## src/rtl/regfile_mp.sv

```systemverilog
// regfile_mp: parametrised multi-port register file with an integrated PC.
// The register at index NREGS-1 is the PC. All other registers are GPRs.
// Ports:
//   CLK, RST     - clock (rising edge) and asynchronous active-high reset
//   raddr/rdata  - NREAD packed combinational read ports (port i at [i*W +: W])
//   w0_*/w1_*    - two synchronous write ports; port 0 wins on a collision
//   pc_ld        - hazard-unit PC load enable (0 = stall)
//   pc_next      - next sequential PC
//   pc_out       - stored PC value (never bypassed)
//   wr_conflict  - registered flag: both write ports hit one address on the last edge
module regfile_mp #(
  parameter int unsigned       DATA_W   = 32,
  parameter int unsigned       ADDR_W   = 4,
  parameter int unsigned       NREAD    = 3,
  parameter int unsigned       BYPASS   = 1,
  parameter logic [DATA_W-1:0] RESET_PC = '0
) (
  input  logic                      CLK,
  input  logic                      RST,
  input  logic [NREAD*ADDR_W-1:0]   raddr,
  output logic [NREAD*DATA_W-1:0]   rdata,
  input  logic                      w0_en,
  input  logic [ADDR_W-1:0]         w0_addr,
  input  logic [DATA_W-1:0]         w0_data,
  input  logic                      w1_en,
  input  logic [ADDR_W-1:0]         w1_addr,
  input  logic [DATA_W-1:0]         w1_data,
  input  logic                      pc_ld,
  input  logic [DATA_W-1:0]         pc_next,
  output logic [DATA_W-1:0]         pc_out,
  output logic                      wr_conflict
);

  localparam int unsigned       NREGS   = 1 << ADDR_W;
  localparam int unsigned       NGPR    = NREGS - 1;
  localparam logic [ADDR_W-1:0] PC_ADDR = ADDR_W'(NREGS - 1);

  logic [DATA_W-1:0]       r_gpr [NGPR];
  logic [DATA_W-1:0]       r_pc;
  logic                    r_wr_conflict;

  logic [DATA_W-1:0]       w_regs [NREGS];
  logic [NREAD*DATA_W-1:0] w_rdata;
  logic [ADDR_W-1:0]       w_ra;
  logic [DATA_W-1:0]       w_rd;
  logic                    w_w0_pc;
  logic                    w_w1_pc;

  assign w_w0_pc = w0_en && (w0_addr == PC_ADDR);
  assign w_w1_pc = w1_en && (w1_addr == PC_ADDR);

  // GPR writes: port 0 has priority over port 1 on the same register
  always_ff @(posedge CLK or posedge RST) begin
    if (RST) begin
      for (int unsigned r = 0; r < NGPR; r++) begin
        r_gpr[r] <= '0;
      end
    end else begin
      for (int unsigned r = 0; r < NGPR; r++) begin
        if (w0_en && (w0_addr == ADDR_W'(r))) begin
          r_gpr[r] <= w0_data;
        end else if (w1_en && (w1_addr == ADDR_W'(r))) begin
          r_gpr[r] <= w1_data;
        end
      end
    end
  end

  // PC: a write-port write (branch) overrides both the load and a stall
  always_ff @(posedge CLK or posedge RST) begin
    if (RST) begin
      r_pc <= RESET_PC;
    end else if (w_w0_pc) begin
      r_pc <= w0_data;
    end else if (w_w1_pc) begin
      r_pc <= w1_data;
    end else if (pc_ld) begin
      r_pc <= pc_next;
    end
  end

  // Collision flag lives for exactly one cycle after the offending edge
  always_ff @(posedge CLK or posedge RST) begin
    if (RST) begin
      r_wr_conflict <= 1'b0;
    end else begin
      r_wr_conflict <= w0_en && w1_en && (w0_addr == w1_addr);
    end
  end

  // Unified view of GPRs plus PC so reads index a single array
  always_comb begin
    for (int unsigned i = 0; i < NGPR; i++) begin
      w_regs[i] = r_gpr[i];
    end
    w_regs[NREGS-1] = r_pc;
  end

  // Read ports with optional same-cycle bypass in write-port priority order
  always_comb begin
    w_rdata = '0;
    w_ra    = '0;
    w_rd    = '0;
    for (int unsigned i = 0; i < NREAD; i++) begin
      w_ra = raddr[i*ADDR_W +: ADDR_W];
      w_rd = w_regs[w_ra];
      if (BYPASS != 0) begin
        if (w0_en && (w0_addr == w_ra)) begin
          w_rd = w0_data;
        end else if (w1_en && (w1_addr == w_ra)) begin
          w_rd = w1_data;
        end
      end
      w_rdata[i*DATA_W +: DATA_W] = w_rd;
    end
  end

  assign rdata       = w_rdata;
  assign pc_out      = r_pc;
  assign wr_conflict = r_wr_conflict;

endmodule

```

## config.mk

```make
export PLATFORM = sky130hd
export DESIGN_NAME = regfile_mp
export DESIGN_NICKNAME = d
export VERILOG_FILES = /design/src/rtl/regfile_mp.sv
export SDC_FILE = /design/constraint.sdc
export NUM_CORES = 2
export LEC_CHECK = 0
export ABC_AREA = 0
export ABC_CLOCK_PERIOD_IN_PS = 20000
export CAP_MARGIN = 10
export CORE_ASPECT_RATIO = 1.25
export CORE_UTILIZATION = 44
export CTS_CLUSTER_DIAMETER = 80
export CTS_CLUSTER_SIZE = 28
export DETAILED_ROUTE_END_ITERATION = 10
export PLACE_DENSITY = 0.66
export SLEW_MARGIN = 20
export SYNTH_ARGS = -nofsm -noshare
export SYNTH_HDL_FRONTEND = slang
export SYNTH_SLANG_ARGS = --single-unit
```

## constraint.sdc

```tcl
create_clock -name CLK -period 20 [get_ports CLK]
set_input_delay 3 -clock CLK [delete_from_list [all_inputs] [get_ports CLK]]
set_output_delay 3 -clock CLK [all_outputs]
set_load 0.01 [all_outputs]
```

==> metrics.md <==
| Metric | Value |
|---|---|
| Synth top area share | between 30 and 40% |
| Avg Inst Size Synth | approximately 11 um2 |
| Die Y | between 300 and 400 um |
| Multi-input logic area | roughly 24000 um2 |
| Post-route ant nets | 0 |
| DP HPWL | around 89000 um |
| GRT Total Usage | about a third |
| I/O Buffers | ~250 |
| Fill count | 8114 |
| Total grt overflow | 0 |
| Nets@finish | around 3.8k |
| Most frequent CP cell | buf_4 |
| Placed insts | ~4.8k |
| CP required | 17.00 ns |
| Leakage | about 0.018 uW |
| Vias per Instance | roughly 6.8 |
| Crit end category | output pin |
| H-tree levels | 2 |
| Worst VDD drop | approximately 0.059 mV |
| Compound-Gate Fraction of Synth Area | a little over an eighth |
| Synth top area cells | dfrtp_1, mux2i_1, mux4_2 |
| CP Buf/Inv Count | 5 |
| Core box area | 88690 um2 |
| Met1 usage | between 40% and 50% |
| Synth Area in Simple Gates | 8.477% |
| Slew at the pin closest to its max-slew limit | roughly 1.3 ns |
| TritonCTS buffer count | 34 |
| Critical-path cell with the highest stage delay | buf_4 |
| Initial Util | 44.53% |
| Post-CTS Hold Fix Bufs | 0 |
| Startpoint types | primary input |
| WL/cell | about 31 um |
| Post-route insts no fill | between 4k and 5k |
| Final wirelength | 150000 um |
| Post-Syn Instances | 3738 |
| Post-route DRC | 0 |
| PnR worst setup slack | 9.341 ns |
| Post-synth EDFFs | 0 |
| Pre-antenna DRT Iters | 6 |
| CTS Sinks | about 500 |
| Worst Setup SP | raddr[1] |
| CP arrival | between 7 and 8 ns |
| Root Driver | clkbuf_16 |
| Hold/Removal Path Class | register to register |
| Family with the most delay on the worst path | buffers and inverters |
| Fin Clk Skew | 0 ns |
| Full die area | approximately 90000 um2 |
| Cell variety after synth | 48 |
| Worst skew pair latency | ~0.6 ns |
| Post-CTS Setup Bufs | 0 |
| R2r startpoint | pc_out[31] |
| Yosys top cell by area | dfrtp_1 |
| Global-route wire length before repair | about 220000 um |
| Setup-failing EPs final | 0 |
| Critical path fanouts, max | 39 |
| Core Rows | roughly 120 |
| Warnings from Yosys | 0 |
| Post-layout minimum cycle time | between 10 and 15 ns |
| Met3 Use GR | 6.403% |
| Share of layout cells above drive strength 1 | around 17% |
| Maximum number of pins on one net before global-route repair | 154 |
| Hold Vio Cnt, Final | 0 |
| Syn Nets | around 3.9k |
| Routability Congestion | 0.8636 |
| Critical path class | primary input to output pin |
| Worst hold start | pc_out[25] |
| Fraction of synthesized area in multiplexers | 37.63% |
| Number of global-route vias before repair | 32.07k |
| XOR/XNOR share of the synthesized area | 0.5544% |
| Layer with the highest usage | met2 |
| RSZ-0062 raised after global routing | false |
| Total negative slack | 0 ns |
| Largest family of logic cells by synthesized area | multiplexers |
| Pwr Density | around 87 nW/um2 |
| Post-synth ARST share | 100.0% |
| Post-CTS Resized | 0 |
| R2r setup slk | around 19 ns |
| Cells along the critical path | buf_6, buf_4, buf_4, xor2_1, nor3_1, nand3_2, buf_4, nand2b_4, o221a_2, clkdlybuf4s50_1 |
| Synth Area in Adders | 0% |
| Outcome | finished clean |
| Area delta synth->final | 8.354% |
| Max-capacitance violation count | 0 |
| Area of the mapped netlist | slightly below 40000 um2 |
| Fin crit share | between 50% and 60% |
| Sequential Area | about 13000 um2 |
| Max Clk Rate | roughly 94 MHz |
| M2 GR Usage | between 50 and 60% |
| Drt initial violations | 3874 |
| Via count | 33.01k |
| Post-layout util | between 40% and 50% |
| Fin. max-slew vios | 0 |
| Top FF cell, synth | dfrtp_1 |
| Ports | 250 |
| Hold Slack | approximately 0.56 ns |
| Max incr delay on CP | roughly 0.73 ns |
| TritonCTS clock tree | yes |
| Initial antenna violation count | 1 |
| Setup WS pre-CTS | around 9.5 ns |
| #FFs+latches synth | roughly 510 |
| Slew headroom | between 10% and 20% |
| Die Wd | approximately 270 um |
| CTS clock-pin slew for the worst setup and hold paths | about 0.11 ns |
| Post-synthesis sequential area ratio | ~33% |
| Max Root-Sink Buffers | 3 |
-- registers in the layout, indices dropped and copies added (netlist names) --
name         flops
r_gpr          480
pc_out          32
wr_conflict      1
-- per-layer routing --
metal	vias to the layer above	wire, um
met5	-	0
met4	0	8834
met3	508	14300
met2	2082	69900
met1	16528	56960
li1	13896	-
-- layout by cell type, fill, tap and decap left out, types with 35 or more instances in the layout --
| cell type | netlist | layout |
|---|---|---|
| a21oi_1 | 288 | 288 |
| a221oi_1 | 96 | 96 |
| buf_4 | 86 | 104 |
| clkbuf_16 | 0 | 35 |
| clkdlybuf4s50_1 | 0 | 237 |
| dfrtp_1 | 513 | 513 |
| mux2_2 | 96 | 96 |
| mux2i_1 | 704 | 704 |
| mux4_1 | 66 | 66 |
| mux4_2 | 222 | 222 |
| nand2_1 | 299 | 292 |
| nand4_1 | 96 | 96 |
| nor2_1 | 327 | 327 |
| o21ai_0 | 192 | 192 |
| o21ai_1 | 96 | 96 |
| o221a_2 | 96 | 96 |
-- cell usage after synthesis, types with 7 or more instances --
cell and number:
a211oi_1 32, a21o_1 32, a21oi_1 288, a221oi_1 96, buf_1 18, buf_2 84
buf_4 86, buf_6 65, clkbuf_1 217, dfrtp_1 513, inv_1 9, mux2_2 96
mux2i_1 704, mux4_1 66, mux4_2 222, nand2_1 299, nand3_1 11, nand4_1 96
nor2_1 327, nor2_2 8, nor2b_1 7, nor3_1 7, o21ai_0 192, o21ai_1 96
o221a_2 96, xnor2_1 7, xor2_1 18
-- cell families (layout without fill, tap and decap cells) --
family          count (synthesis)  count (layout)
xor+xnor                       25              25
simple gates                  781             781
other cells                     0               2
flops                         513             513
compound gates                835             835
buf+inv                       496             421
mux                          1088            1088
-- metrics by stage --
step | power, uW | cell area [um2]
6_report | 3704 | 42790
5_1_grt | 3870 | 42790
4_1_cts | 3688 | 42780
3_5_place_dp | 2870 | 41580
3_3_place_gp | 2826 | 41580
2_1_floorplan | 2445 | 39500
-- cell type report --
cell class	count	area share, %
Multi-Input combinational cell	2729	55.99
Sequential cell	513	30.00
Timing Repair Buffer	352	7.660
Tap cell	1178	3.444
Clock buffer	39	2.152
Clock inverter	21	0.6491
Inverter	9	0.09648
Antenna cell	2	0.01169
-- where the power goes --
part,leakage [uW],internal (uW),switching (uW)
combinational,0.0109,733,589
clock,0.000574,371,454
sequential,0.00608,1290,266
-- worst paths after layout --
path / to / cells after the start
setup reg to reg: pc_out[31] / 1
max in group asynchronous: r_gpr[169] / 5
hold / removal: pc_out[25] / 1
min in group asynchronous: r_gpr[44] / 2
setup / recovery: rdata[13] / 10
hold reg to reg: pc_out[25] / 1
No activity file was read; power rests on OpenSTA's default activity.
